--- src/rtl/clk_div_ctrl_if.sv ---
//==============================================================================
//  Module      : clk_div_ctrl_if
//  Description : Control/status bundle for the clk_div_ctrl programmable clock
//                divider. It carries the run enable, the ratio request
//                handshake, the error clear and all divider status outputs.
//  Ports       : (signals)
//                en        - run enable for the divider
//                cfg_valid - new ratio request
//                cfg_div   - requested ratio N
//                cfg_ready - request accepted when cfg_valid & cfg_ready
//                err_clr   - clears the sticky error flag
//                clk_en    - one-cycle pulse on last cycle of each period
//                clk_div   - divided clock (registered)
//                cur_div   - active ratio
//                busy      - ratio change pending
//                err       - sticky illegal-request flag
//  Revision    : 1.0 - initial release
//==============================================================================
`default_nettype none
`timescale 1ns/1ps

interface clk_div_ctrl_if #(
   parameter int DIV_W = 5
);
   logic             en;
   logic             cfg_valid;
   logic [DIV_W-1:0] cfg_div;
   logic             cfg_ready;
   logic             err_clr;
   logic             clk_en;
   logic             clk_div;
   logic [DIV_W-1:0] cur_div;
   logic             busy;
   logic             err;

   // Divider side
   modport slave (
      input  en, cfg_valid, cfg_div, err_clr,
      output cfg_ready, clk_en, clk_div, cur_div, busy, err
   );

   // Controller side
   modport master (
      output en, cfg_valid, cfg_div, err_clr,
      input  cfg_ready, clk_en, clk_div, cur_div, busy, err
   );
endinterface

`default_nettype wire

--- src/rtl/clk_div_ctrl.sv ---
//==============================================================================
//  Module      : clk_div_ctrl
//  Description : Programmable integer clock divider producing a registered
//                divided clock (clk_div) and a matching clock-enable pulse
//                (clk_en). The ratio may be changed on the fly; changes take
//                effect only on period boundaries so no high or low phase of
//                clk_div is ever truncated.
//  Ports       : clk  - sole clock, rising edge
//                rst  - asynchronous, active-low reset
//                bus  - clk_div_ctrl_if.slave control/status bundle
//  Parameters  : DIV_W       - width of the divide ratio
//                DEFAULT_DIV - ratio loaded at reset (1..2^DIV_W-1)
//  Revision    : 1.0 - initial release
//==============================================================================
`default_nettype none
`timescale 1ns/1ps

module clk_div_ctrl #(
   parameter int DIV_W       = 5,
   parameter int DEFAULT_DIV = 3
) (
   input  wire logic       clk,
   input  wire logic       rst,
   clk_div_ctrl_if.slave   bus
);

   localparam logic [DIV_W-1:0] DEF_DIV_C = DIV_W'(DEFAULT_DIV);
   localparam logic [DIV_W-1:0] ONE_C     = DIV_W'(1);
   localparam logic [DIV_W-1:0] ZERO_C    = '0;

   typedef enum logic [1:0] {
      ST_STOP = 2'd0,
      ST_RUN  = 2'd1,
      ST_PEND = 2'd2
   } state_t;

   state_t           state_q,    state_d;
   logic [DIV_W-1:0] cnt_q,      cnt_d;
   logic [DIV_W-1:0] cur_div_q,  cur_div_d;
   logic [DIV_W-1:0] pend_div_q, pend_div_d;
   logic             err_q,      err_d;
   logic             clk_div_q,  clk_div_d;
   logic             clk_en_q,   clk_en_d;
   logic             cfg_ready_q, cfg_ready_d;
   logic             busy_q,     busy_d;

   logic             accept;
   logic             legal;
   logic             last;
   logic             running_d;
   logic [DIV_W:0]   half_d;

   // Handshake is judged against the registered ready so no input reaches
   // any output combinationally.
   assign accept = bus.cfg_valid & cfg_ready_q;
   assign legal  = (bus.cfg_div != ZERO_C);
   assign last   = (cnt_q == (cur_div_q - ONE_C));

   //---------------------------------------------------------------------------
   // Next-state / next-output logic
   //---------------------------------------------------------------------------
   always_comb begin
      state_d    = state_q;
      cnt_d      = cnt_q;
      cur_div_d  = cur_div_q;
      pend_div_d = pend_div_q;
      err_d      = err_q;

      // A new illegal accept wins over a simultaneous clear.
      if (bus.err_clr) begin
         err_d = 1'b0;
      end
      if (accept && !legal) begin
         err_d = 1'b1;
      end

      case (state_q)
         ST_STOP: begin
            cnt_d = ZERO_C;
            if (accept && legal) begin
               cur_div_d = bus.cfg_div;
            end
            if (bus.en) begin
               state_d = ST_RUN;
            end
         end

         ST_RUN: begin
            if (!bus.en) begin
               // Stopping is a period boundary of its own, so a request
               // arriving on the same edge is applied directly.
               state_d = ST_STOP;
               cnt_d   = ZERO_C;
               if (accept && legal) begin
                  cur_div_d = bus.cfg_div;
               end
            end else if (accept && legal) begin
               if (last) begin
                  // Already at the boundary: apply without going through PEND.
                  cur_div_d = bus.cfg_div;
                  cnt_d     = ZERO_C;
               end else begin
                  pend_div_d = bus.cfg_div;
                  state_d    = ST_PEND;
                  cnt_d      = cnt_q + ONE_C;
               end
            end else begin
               cnt_d = last ? ZERO_C : (cnt_q + ONE_C);
            end
         end

         ST_PEND: begin
            if (!bus.en) begin
               state_d   = ST_STOP;
               cnt_d     = ZERO_C;
               cur_div_d = pend_div_q;
            end else if (last) begin
               state_d   = ST_RUN;
               cnt_d     = ZERO_C;
               cur_div_d = pend_div_q;
            end else begin
               cnt_d = cnt_q + ONE_C;
            end
         end

         default: begin
            state_d = ST_STOP;
            cnt_d   = ZERO_C;
         end
      endcase

      // Outputs are precomputed from next-state values so that each output
      // flop lines up with the state it describes.
      running_d   = (state_d != ST_STOP);
      half_d      = ({1'b0, cur_div_d} + (DIV_W+1)'(1)) >> 1;   // ceil(N/2)
      clk_div_d   = running_d && ({1'b0, cnt_d} < half_d);
      clk_en_d    = running_d && (cnt_d == (cur_div_d - ONE_C));
      cfg_ready_d = (state_d != ST_PEND);
      busy_d      = (state_d == ST_PEND);
   end

   //---------------------------------------------------------------------------
   // State and output registers
   //---------------------------------------------------------------------------
   always_ff @(posedge clk or negedge rst) begin
      if (!rst) begin
         state_q     <= ST_STOP;
         cnt_q       <= ZERO_C;
         cur_div_q   <= DEF_DIV_C;
         pend_div_q  <= DEF_DIV_C;
         err_q       <= 1'b0;
         clk_div_q   <= 1'b0;
         clk_en_q    <= 1'b0;
         cfg_ready_q <= 1'b1;
         busy_q      <= 1'b0;
      end else begin
         state_q     <= state_d;
         cnt_q       <= cnt_d;
         cur_div_q   <= cur_div_d;
         pend_div_q  <= pend_div_d;
         err_q       <= err_d;
         clk_div_q   <= clk_div_d;
         clk_en_q    <= clk_en_d;
         cfg_ready_q <= cfg_ready_d;
         busy_q      <= busy_d;
      end
   end

   assign bus.clk_div   = clk_div_q;
   assign bus.clk_en    = clk_en_q;
   assign bus.cur_div   = cur_div_q;
   assign bus.busy      = busy_q;
   assign bus.err       = err_q;
   assign bus.cfg_ready = cfg_ready_q;

endmodule

`default_nettype wire

--- src/flat_wrapper.sv ---
// flat-port wrapper written by rule: the top's interface ports become plain ports
module clk_div_ctrl_flat 
#(
   parameter int DIV_W       = 5,
   parameter int DEFAULT_DIV = 3
)
  (clk, rst, bus_en, bus_cfg_valid, bus_cfg_div, bus_err_clr, bus_cfg_ready, bus_clk_en, bus_clk_div, bus_cur_div, bus_busy, bus_err);
  clk_div_ctrl_if #(.DIV_W(DIV_W)) bus_i ();
  input  wire logic clk;
  input  wire logic rst;
  input wire logic [$bits(bus_i.en)-1:0] bus_en;
  input wire logic [$bits(bus_i.cfg_valid)-1:0] bus_cfg_valid;
  input wire logic [$bits(bus_i.cfg_div)-1:0] bus_cfg_div;
  input wire logic [$bits(bus_i.err_clr)-1:0] bus_err_clr;
  output wire logic [$bits(bus_i.cfg_ready)-1:0] bus_cfg_ready;
  output wire logic [$bits(bus_i.clk_en)-1:0] bus_clk_en;
  output wire logic [$bits(bus_i.clk_div)-1:0] bus_clk_div;
  output wire logic [$bits(bus_i.cur_div)-1:0] bus_cur_div;
  output wire logic [$bits(bus_i.busy)-1:0] bus_busy;
  output wire logic [$bits(bus_i.err)-1:0] bus_err;
  assign bus_i.en = bus_en;
  assign bus_i.cfg_valid = bus_cfg_valid;
  assign bus_i.cfg_div = bus_cfg_div;
  assign bus_i.err_clr = bus_err_clr;
  assign bus_cfg_ready = bus_i.cfg_ready;
  assign bus_clk_en = bus_i.clk_en;
  assign bus_clk_div = bus_i.clk_div;
  assign bus_cur_div = bus_i.cur_div;
  assign bus_busy = bus_i.busy;
  assign bus_err = bus_i.err;
  clk_div_ctrl #(.DIV_W(DIV_W), .DEFAULT_DIV(DEFAULT_DIV)) u_core (.clk(clk), .rst(rst), .bus(bus_i));
endmodule
--- config.mk ---
export PLATFORM = sky130hd
export DESIGN_NAME = clk_div_ctrl_flat
export DESIGN_NICKNAME = d
export VERILOG_FILES = /design/src/rtl/clk_div_ctrl_if.sv /design/src/rtl/clk_div_ctrl.sv /design/src/flat_wrapper.sv
export SDC_FILE = /design/constraint.sdc
export NUM_CORES = 1
export LEC_CHECK = 0
export BUFFER_PORTS_ARGS = -buffer_cell sky130_fd_sc_hd__buf_2
export CAP_MARGIN = 10
export CORE_MARGIN = 2
export CORE_UTILIZATION = 46
export DETAILED_ROUTE_END_ITERATION = 8
export HOLD_SLACK_MARGIN = 0.12
export PLACE_DENSITY_LB_ADDON = 0.2
export SKIP_CTS_REPAIR_TIMING = 1
export SLEW_MARGIN = 20
export SYNTH_ARGS = -nofsm -noshare
export SYNTH_HDL_FRONTEND = slang
export SYNTH_SLANG_ARGS = --single-unit
--- constraint.sdc ---
create_clock -name clk -period 3.1 [get_ports clk]
set_input_delay 0.62 -clock clk [delete_from_list [all_inputs] [get_ports clk]]
set_output_delay 0.62 -clock clk [all_outputs]
set_load 0.005 [all_outputs]
==> results of run 1 <==
==> flip-flops by register name, indices dropped and copies added, names as in the netlist <==
register / flops
u_core.pend_div_q: 5
u_core.cnt_q: 5
u_core.bus.clk_div: 1
u_core.bus.busy: 1
u_core.bus.cur_div: 5
u_core.bus.err: 1
u_core.bus.cfg_ready: 1
u_core.bus.clk_en: 1
u_core.state_q: 2
==> layout make-up <==
cell class	count	area, um2
Fill cell	327	1340
Multi-Input combinational cell	152	1260
Sequential cell	22	557
Timing Repair Buffer	54	362
Inverter	17	66.3
Tap cell	48	60.1
Clock buffer	4	45.0
==> logic make-up after synthesis <==
kind of cell               Yosys count  synth area share [%]
buffers and inverters               23                  5.99
xor gates and xnor gates            15                  7.82
DFF                                 22                  31.4
muxes                                6                  3.66
adders and majority gates           12                  8.46
and+or+nand+nor                     62                  18.6
AOI/OAI and AO/OA                   57                  24.1
==> power by group through the flow <==
stage	Clock, mW	Sequential (mW)	Combinational, mW
global route	0.202	0.510	1.92
CTS	0.190	0.490	1.48
global placement	0	0.488	1.44
floorplan	0	0.485	0.969
detailed placement	0	0.496	1.47
finish	0.191	0.496	1.78
==> path summary, 6_finish.rpt <==
path | from | slack [ps] | end
setup / recovery | u_core.bus.cur_div[1]$_DFF_PN1_ | -120 | u_core.bus.clk_div$_DFF_PN0_
hold / removal | rst | 320 | u_core.pend_div_q[2]$_DFFE_PN0P_
setup reg to reg | u_core.bus.cur_div[1]$_DFF_PN1_ | -120 | u_core.bus.clk_div$_DFF_PN0_
hold reg to reg | u_core.pend_div_q[4]$_DFFE_PN0P_ | 530 | u_core.pend_div_q[4]$_DFFE_PN0P_
max in group asynchronous | rst | 2410 | u_core.bus.cur_div[0]$_DFF_PN1_
min in group clk | u_core.pend_div_q[4]$_DFFE_PN0P_ | 530 | u_core.pend_div_q[4]$_DFFE_PN0P_
==> metal layers <==
metal | share of wire [%] | GRT usage (%) | vias up
li1 | - | - | 815
met1 | 45 | 32.8 | 840
met2 | 49 | 38.3 | 50
met3 | 4.6 | 3.24 | 15
met4 | 1.9 | 6.89 | 0
met5 | 0 | 0 | -
==> worst max-delay path: stages, from the launching register on <==
cell	delay, ps
dfstp_2	540
inv_2	50
ha_4	240
xnor2_2	130
a211oi_2	240
o211ai_2	200
a31o_1	270
nand2_1	60
o211a_1	220
inv_2	70
ha_4	180
xnor2_2	130
ha_1	270
a21boi_1	140
o21ai_1	150
a21oi_1	80
nor3_1	170
==> layout by cell type (no fill, tap or decap), types with 4 or more instances in the layout <==
cell      instances
buf_4            34
buf_2            19
dfrtp_1          17
nand3_1          13
inv_1            12
nand2_1          11
a21oi_1          10
ha_1              9
nor2_1            8
o21ai_0           7
xor2_1            5
xnor2_1           5
dfstp_2           5
a211oi_2          4
nor3_1            4
inv_2             4
o21ai_1           4
and3_1            4
mux2_2            4
==> synth_stat cells, types with 4 or more instances <==
cell / n
dfrtp_1: 17
inv_1: 15
nand3_1: 13
ha_1: 12
nand2_1: 12
a21oi_1: 11
o21ai_0: 11
nor2_1: 9
xnor2_1: 8
nor3_1: 6
xor2_1: 6
a31oi_1: 5
dfstp_2: 5
a211oi_2: 4
and3_1: 4
mux2_2: 4
==> metrics.md, run 1 <==
| Metric | Value |
|---|---|
| Area leader, netlist | `dfrtp_1` |
| Hpwl dp | `between 3000 and 4000 um` |
| Final total negative setup slack | `-120 ps` |
| # DRC | `0` |
| CP Class | `flop to flop` |
| Gr ovfl total | `0` |
| CTS clock-pin slew for the worst setup and hold paths | `80 ps` |
| Cell Count Post-Placement | `roughly 290` |
| Cell leakage power | `1.13 nW` |
| Core area | `between 3000 and 4000 um2` |
| Worst min path class | `input port to asynchronous set/reset pin` |
| PwrDens | `approximately 1000 nW/um2` |
| Root buffer cell | `clkbuf_8` |
| Crit path required time | `approximately 3300 ps` |
| Worst setup SP type | `flop` |
| Worst hold margin | `318 ps` |
| Final nets | `between 200 and 300` |
| Htree depth | `1` |
| WL/cell | `17.0 um` |
| Net Sw Frac | `44.3%` |
| Die Ht | `66.1 um` |
| Initial Util | `about half` |
| Pint | `about 1.4 mW` |
| RD Place Congestion | `0.886` |
| Crit-path max FO | `5` |
| RSZ-0062 raised after global routing | `yes` |
| Rows | `22` |
| Endpoints failing setup | `1` |
| Pre-antenna DRT Iters | `4` |
| Sequential area share after synthesis | `31.4%` |
| EDFF count, synth | `0` |
| First DRT Iteration DRCs | `127` |
| Top FF cell, synth | `dfrtp_1` |
| Max Cap Viol | `0` |
| Async set-or-reset flop fraction in the synthesized netlist | `100%` |
| Clock share of power | `7.7%` |
| Die ar. | `~4400 um2` |
| Largest net degree at the start of global routing | `23` |
| TritonCTS Sinks | `22` |
| Synthesized cell area | `1780 um2` |
| Via density | `5.79` |
| Clock buffer depth | `2` |
| Final setup margin | `-120 ps` |
| Reg power frac | `20.1%` |
| GR Util All Layers | `23.6%` |
| Cell count after synthesis | `approximately 200` |
| Top cells by area, synth | `dfrtp_1, ha_1, dfstp_2` |
| Post-synth top area share | `a little under a quarter` |
| Via count | `1,720` |
| Period minus WS final | `3220 ps` |
| Psw | `1.09 mW` |
| Die W | `66.1 um` |
| Status | `finished with violations` |
| Design area | `2350 um2` |
| Final Non-Filler Cells | `297` |
| Dpl cell area | `approximately 2100 um2` |
| Tcrit/Tclk final | `104%` |
| Initial antenna violation count | `0` |
| Final hold viol count | `0` |
| Worst skew pair latency | `270 ps` |
| ANT cells | `0` |
| YS warnings | `0` |
| Failing checks | `negative setup slack` |
| Dpl ws | `-152 ps` |
| Max Fclk | `311 MHz` |
| Worst EP arrival | `3410 ps` |
| Worst VDD drop | `0.000482 V` |
| Worst-Margin Slew | `between 500 and 600 ps` |
| Port Buf Inserts | `19` |
| Syn Nets | `between 200 and 250` |
| Layout cells sized above 1 | `41.0%` |
| Reg2Reg Depth | `16` |
| Final ANT Viol Nets | `0` |
| Yosys reg bits | `22` |
| Post-layout util | `63.6%` |
| Area grow syn2layout | `32.1%` |
| CTS tree | `done` |
| TritonCTS Buffers | `3` |
| IO Count | `20` |
| First-pass GRT wire length | `7960 um` |
| Relative slew slack | `64.8%` |
| Layout Skew | `between 3 and 4 ps` |
| Crit. End Element | `flop` |
| Vias in the first global route | `about 1,700` |
| Mean area per synthesized cell | `9.01 um2` |
| Power, Total | `2.46 mW` |
| Max Slew Vio Count | `0` |
| Post-synth cell types | `55` |
| WL final | `roughly 5000 um` |
| Comb pwr share | `72.1%` |
(Power assumes the default switching activity.)
==> run 2: changes to the inputs <==
==> constraint.sdc (replaced) <==
create_clock -name clk -period 3.1 [get_ports clk]
set_input_delay 0.31 -clock clk [delete_from_list [all_inputs] [get_ports clk]]
set_output_delay 0.31 -clock clk [all_outputs]
set_load 0.005 [all_outputs]
==> run 2 against run 1 <==
Compared with the run above:
- the run still ends with negative setup slack left
- utilization increased by 0.41 points
- cell count increased by 1.7%
- critical path type unchanged
- design area increased by 0.64%
- clock power increased by 12%
- maximum frequency decreased by 2.2%
- worst setup slack got worse by 71 ps
- count of clock-buffer cells in the layout unchanged
- combinational power about the same
==> metrics.md, run 2 (synthesis results as in run 1) <==
| Metric | Value |
|---|---|
| Relative slew slack | `64.8% (about the same)` |
| Max Slew Vio Count | `0 (unchanged)` |
| Status | `finished with violations (unchanged)` |
| Die W | `66.1 um (unchanged)` |
| Comb pwr share | `71.7% (was 72.1%)` |
| Layout Skew | `3.10 ps (was 3.41 ps)` |
| Failing checks | `negative setup slack (unchanged)` |
| Gr ovfl total | `0 (unchanged)` |
| ANT cells | `0 (unchanged)` |
| Reg power frac | `19.7% (was 20.1%)` |
| Final setup margin | `-191 ps (was -120 ps)` |
| Psw | `1.09 mW (about the same)` |
| TritonCTS Buffers | `3 (unchanged)` |
| Via count | `1,743 (was 1,720)` |
| Worst skew pair latency | `270 ps (about the same)` |
| Commonest non-fill, non-tap cells in the layout | `buf_4, buf_2, dfrtp_1 (unchanged)` |
| Fill count | `308 (was 327)` |
| Initial Util | `48.1% (unchanged)` |
| WL/cell | `17.0 um (about the same)` |
| Rows | `22 (unchanged)` |
| Worst VDD drop | `0.000563 V (was 0.000482 V)` |
| CTS tree | `done (unchanged)` |
| Initial antenna violation count | `0 (unchanged)` |
| Hpwl dp | `3760 um (was 3780 um)` |
| Period minus WS final | `3290 ps (was 3220 ps)` |
| Crit path required time | `3290 ps (about the same)` |
| Core area | `3690 um2 (unchanged)` |
| Root buffer cell | `clkbuf_8 (unchanged)` |
| Endpoints failing setup | `2 (was 1)` |
| RSZ-0062 raised after global routing | `yes (unchanged)` |
| Pre-antenna DRT Iters | `6 (was 4)` |
| Worst hold margin | `229 ps (was 318 ps)` |
| Final ANT Viol Nets | `0 (unchanged)` |
| Htree depth | `1 (unchanged)` |
| Worst EP arrival | `3480 ps (was 3410 ps)` |
| Clock buffer depth | `2 (unchanged)` |
| PwrDens | `1050 nW/um2 (about the same)` |
| GR Util All Layers | `24.0% (was 23.6%)` |
| Cell Count Post-Placement | `288 (was 287)` |
| RD Place Congestion | `0.926 (was 0.886)` |
| Final Non-Filler Cells | `302 (was 297)` |
| Pint | `1.39 mW (was 1.37 mW)` |
| Net Sw Frac | `44.0% (was 44.3%)` |
| Final nets | `277 (was 272)` |
| Via density | `5.77 (was 5.79)` |
| Final hold viol count | `0 (unchanged)` |
| Area grow syn2layout | `33.0% (was 32.1%)` |
| Layout cells sized above 1 | `42.5% (was 41.0%)` |
| First DRT Iteration DRCs | `113 (was 127)` |
| # DRC | `0 (unchanged)` |
| Most common cell after layout, fill and taps aside | `buf_4 (unchanged)` |
| TritonCTS Sinks | `22 (unchanged)` |
| Crit-path max FO | `5 (unchanged)` |
| Worst-Margin Slew | `527 ps (was 529 ps)` |
| Worst min path class | `input port to flop (was input port to asynchronous set/reset pin)` |
| Worst setup SP type | `flop (unchanged)` |
| Crit. End Element | `flop (unchanged)` |
| Vias in the first global route | `1,735 (was 1,714)` |
| CP Class | `flop to flop (unchanged)` |
| Port Buf Inserts | `19 (unchanged)` |
| Tcrit/Tclk final | `106% (was 104%)` |
| Cell leakage power | `1.15 nW (was 1.13 nW)` |
| IO Count | `20 (unchanged)` |
| First-pass GRT wire length | `8020 um (was 7960 um)` |
| CTS clock-pin slew for the worst setup and hold paths | `80 ps (about the same)` |
| Max Cap Viol | `0 (unchanged)` |
| Largest net degree at the start of global routing | `23 (unchanged)` |
| WL final | `5140 um (was 5040 um)` |
| Clock share of power | `8.6% (was 7.7%)` |
| Die ar. | `4370 um2 (unchanged)` |
| Max Fclk | `304 MHz (was 311 MHz)` |
| Die Ht | `66.1 um (unchanged)` |
-- run 2: cell count changes in the layout (fill, tap and decap cells not counted), sizes merged --
cell,change
buf,+4
dlygate4sd3,+1
-- run 2: final timing paths --
| path | startpoint | end | slack (ps) | cells past startpoint |
|---|---|---|---|---|
| max | u_core.bus.cur_div[0]$_DFF_PN1_ | u_core.bus.clk_div$_DFF_PN0_ | -190 | 17 |
| min | bus_err_clr | u_core.bus.err$_DFFE_PN0P_ | 230 | 2 |
| min in group asynchronous | rst | u_core.bus.clk_div$_DFF_PN0_ | 560 | 2 |
| max in group asynchronous | rst | u_core.bus.cur_div[0]$_DFF_PN1_ | 2170 | 2 |
| max reg2reg | u_core.bus.cur_div[0]$_DFF_PN1_ | u_core.bus.clk_div$_DFF_PN0_ | -190 | 17 |
| min reg2reg | u_core.pend_div_q[4]$_DFFE_PN0P_ | u_core.pend_div_q[4]$_DFFE_PN0P_ | 520 | 1 |
-- run 2: area by class of cell --
type                       instances  area (um2)  area share, %
sequential                        22         557           23.6
tap                               48        60.1           2.54
multi-input combinational        152        1220           51.8
timing repair buffer              59         399           16.9
clock buffer                       4        55.1           2.33
inverter                          17        66.3           2.81
-- run 2: critical path, stage by stage (launching register included) --
cell and delay [ps]:
dfstp_2 550, inv_2 50, ha_4 230, xnor2_2 130
a211oi_2 260, buf_4 170, o211ai_4 90, buf_4 170
a21oi_2 210, o22ai_2 110, or2_4 290, inv_4 80
xnor2_2 110, ha_1 240, a21boi_2 150, o21ai_1 130
a21oi_1 80, nor3_1 180
-- run 2: power by group through the flow --
stage,Sequential [mW],Combinational [mW],Clock [mW]
floorplan,0.485,0.969,0
global placement,0.488,1.47,0
detailed placement,0.491,1.51,0
CTS,0.485,1.52,0.217
global route,0.504,1.93,0.226
finish,0.489,1.78,0.214
-- run 2: per-stage QoR --
stage | instance area, um2 | util (%) | setup TNS [ps] | total power [mW] | worst slack, ps
floorplan | 1780 | - | -93.2 | 1.45 | -93.2
global placement | 2120 | 57.5 | -23.5 | 1.96 | -23.5
detailed placement | 2120 | 57.5 | -160 | 2.00 | -148
CTS | 2180 | 59.0 | -210 | 2.22 | -178
global route | 2360 | 64.0 | -460 | 2.66 | -310
finish | 2360 | 64.0 | -245 | 2.48 | -191
-- run 2: layer usage --
| metal | global-route usage (%) | vias up | routed length [um] |
|---|---|---|---|
| li1 | - | 826 | - |
| met2 | 38.3 | 77 | 2490 |
| met5 | 0 | - | 0 |
| met4 | 10.7 | 0 | 111 |
| met3 | 3.41 | 13 | 300 |
| met1 | 32.1 | 827 | 2230 |
==> run 3: changes to the inputs <==
- CORE_MARGIN: 2 -> 1
==> run 3 against run 2 <==
Compared with the run above:
- the flow still finishes with violations (negative setup slack)
- sequential share of layout area is 0.68 points higher
- wire length is 2.9% lower
- count of clock-buffer cells in the layout unchanged
- worst hold slack improved by 5.1 ps
- non-clock buffer count is 10 lower
- sequential power hardly changed
- global-route usage rose by 1.6 points
- sequential cell count is the same
- worst setup slack improved by 91 ps
- combinational power down 2%
- critical path type unchanged
- largest cell class unchanged
- highest routed layer unchanged
==> metrics.md, run 3 (synthesis results as in run 1) <==
| Metric | Value |
|---|---|
| Crit-path max FO | `8 (was 5)` |
| WL/cell | `17.1 um (was 17.0 um)` |
| Htree depth | `1 (unchanged)` |
| Final Non-Filler Cells | `292 (was 302)` |
| Clock buffer depth | `2 (unchanged)` |
| Max Cap Viol | `0 (unchanged)` |
| Max Fclk | `312 MHz (was 304 MHz)` |
| Comb pwr share | `71.3% (was 71.7%)` |
| Worst setup SP type | `flop (unchanged)` |
| Die ar. | `4110 um2 (was 4370 um2)` |
| Design area | `2290 um2 (was 2360 um2)` |
| Period minus WS final | `3200 ps (was 3290 ps)` |
| Commonest non-fill, non-tap cells in the layout | `buf_4, buf_2, dfrtp_1 (unchanged)` |
| Worst min path class | `input port to flop (unchanged)` |
| First-pass GRT wire length | `8070 um (was 8020 um)` |
| Final nets | `267 (was 277)` |
| Crit path required time | `3280 ps (was 3290 ps)` |
| Crit. End Element | `flop (unchanged)` |
| Final hold viol count | `0 (unchanged)` |
| Routed length on met3 | `326 um (was 300 um)` |
| Power, Total | `2.43 mW (was 2.48 mW)` |
| Worst VDD drop | `0.000546 V (was 0.000563 V)` |
| Dpl cell area | `2110 um2 (was 2120 um2)` |
| Die W | `64.1 um (was 66.1 um)` |
| Worst EP arrival | `3380 ps (was 3480 ps)` |
| Via density | `5.86 (was 5.77)` |
| TritonCTS Sinks | `22 (unchanged)` |
| Cell Count Post-Placement | `286 (was 288)` |
| GR Util All Layers | `25.6% (was 24.0%)` |
| Status | `finished with violations (unchanged)` |
| Relative slew slack | `62.6% (was 64.8%)` |
| Endpoints failing setup | `1 (was 2)` |
| Pre-antenna DRT Iters | `4 (was 6)` |
| Vias in the first global route | `1,652 (was 1,735)` |
| Layout Skew | `8.23 ps (was 3.10 ps)` |
| CP Class | `flop to flop (unchanged)` |
| ANT cells | `0 (unchanged)` |
| Via count | `1,710 (was 1,743)` |
| Layout cells sized above 1 | `38.5% (was 42.5%)` |
| TritonCTS Buffers | `3 (unchanged)` |
| Max Slew Vio Count | `0 (unchanged)` |
| Worst skew pair latency | `260 ps (was 270 ps)` |
| RD Place Congestion | `1.06 (was 0.926)` |
| Clock share of power | `8.6% (about the same)` |
| Net Sw Frac | `44.5% (was 44.0%)` |
| PwrDens | `1060 nW/um2 (was 1050 nW/um2)` |
| Root buffer cell | `clkbuf_8 (unchanged)` |
| Most common cell after layout, fill and taps aside | `buf_4 (unchanged)` |
| Die Ht | `64.1 um (was 66.1 um)` |
| CTS clock-pin slew for the worst setup and hold paths | `90 ps (was 80 ps)` |
| Gr ovfl total | `0 (unchanged)` |
| Failing checks | `negative setup slack (unchanged)` |
| Worst-Margin Slew | `560 ps (was 527 ps)` |
| Initial antenna violation count | `0 (unchanged)` |
| Cell leakage power | `1.11 nW (was 1.15 nW)` |
| # DRC | `0 (unchanged)` |
| Area grow syn2layout | `29.2% (was 33.0%)` |
| Reg power frac | `20.1% (was 19.7%)` |
| Met1 wire length | `2170 um (was 2230 um)` |
| Tcrit/Tclk final | `103% (was 106%)` |
| Initial Util | `48.1% (unchanged)` |
| First DRT Iteration DRCs | `107 (was 113)` |
| Rows | `22 (unchanged)` |
| Final ANT Viol Nets | `0 (unchanged)` |
| Core area | `3690 um2 (unchanged)` |
| RSZ-0062 raised after global routing | `yes (unchanged)` |
| Pint | `1.35 mW (was 1.39 mW)` |
| Wire length on met2 | `2430 um (was 2490 um)` |
| Psw | `1.08 mW (was 1.09 mW)` |
| CTS tree | `done (unchanged)` |
| IO Count | `20 (unchanged)` |
| Dpl ws | `-201 ps (was -148 ps)` |
| WL final | `4980 um (was 5140 um)` |
| Final setup margin | `-100 ps (was -191 ps)` |
| Port Buf Inserts | `19 (unchanged)` |
| Post-layout util | `62.2% (was 64.0%)` |
| Hpwl dp | `3840 um (was 3760 um)` |
| Max layer used | `met4 (unchanged)` |
| Largest net degree at the start of global routing | `23 (unchanged)` |
==> run 3: path summary, 6_finish.rpt <==
check                                                  from                                to  slack (ps)  depth (start not counted)
setup / recovery            u_core.bus.cur_div[1]$_DFF_PN1_      u_core.bus.clk_div$_DFF_PN0_        -100                         16
hold / removal                                  bus_err_clr        u_core.bus.err$_DFFE_PN0P_         230                          2
setup reg to reg            u_core.bus.cur_div[1]$_DFF_PN1_      u_core.bus.clk_div$_DFF_PN0_        -100                         16
hold reg to reg            u_core.pend_div_q[4]$_DFFE_PN0P_  u_core.pend_div_q[4]$_DFFE_PN0P_         520                          1
max in group asynchronous                               rst  u_core.pend_div_q[0]$_DFFE_PN1P_        2190                          2
min in group asynchronous                               rst  u_core.pend_div_q[3]$_DFFE_PN0P_         540                          2
==> run 3: power by group through the flow <==
stage / sequential (mW) / combinational [mW] / clock (mW)
after CTS: 0.486 / 1.51 / 0.218
after detailed placement: 0.491 / 1.50 / 0
after global routing: 0.499 / 1.89 / 0.229
after floorplan: 0.485 / 0.969 / 0
after global placement: 0.485 / 1.46 / 0
final: 0.488 / 1.74 / 0.210
==> run 3: layout make-up <==
class,instances,area [um2]
clock buffers,4,55.1
fillers,341,1390
inverters,17,63.8
multi-input cells,152,1230
flip-flops and latches,22,557
well taps,48,60.1
repair buffers,49,327
==> run 3: worst max-delay path: stages, from the launching register on <==
cell	delay, ps
dfstp_2	550
inv_2	50
ha_4	240
xnor2_2	130
a211oi_2	250
o211ai_2	220
buf_6	200
a21oi_2	130
o22ai_2	110
or2_4	270
inv_2	90
nand3_1	100
xor2_1	170
ha_1	290
o21ai_1	130
a21oi_1	50
nor3_1	120
==> run 3: stage by stage <==
| stage | setup TNS (ps) | hold WS, ps |
|---|---|---|
| 2_1_floorplan | -93.2 | 14.4 |
| 4_1_cts | -267 | 17.9 |
| 3_3_place_gp | -85.3 | 307 |
| 6_report | -100 | 234 |
| 3_5_place_dp | -235 | 311 |
| 5_1_grt | -455 | 255 |
==> run 3: metal layers <==
| layer | GRT usage [%] | up-vias |
|---|---|---|
| met5 | 0 | - |
| met4 | 5.00 | 0 |
| met3 | 2.68 | 6 |
| met2 | 42.0 | 68 |
| met1 | 36.3 | 828 |
| li1 | - | 808 |
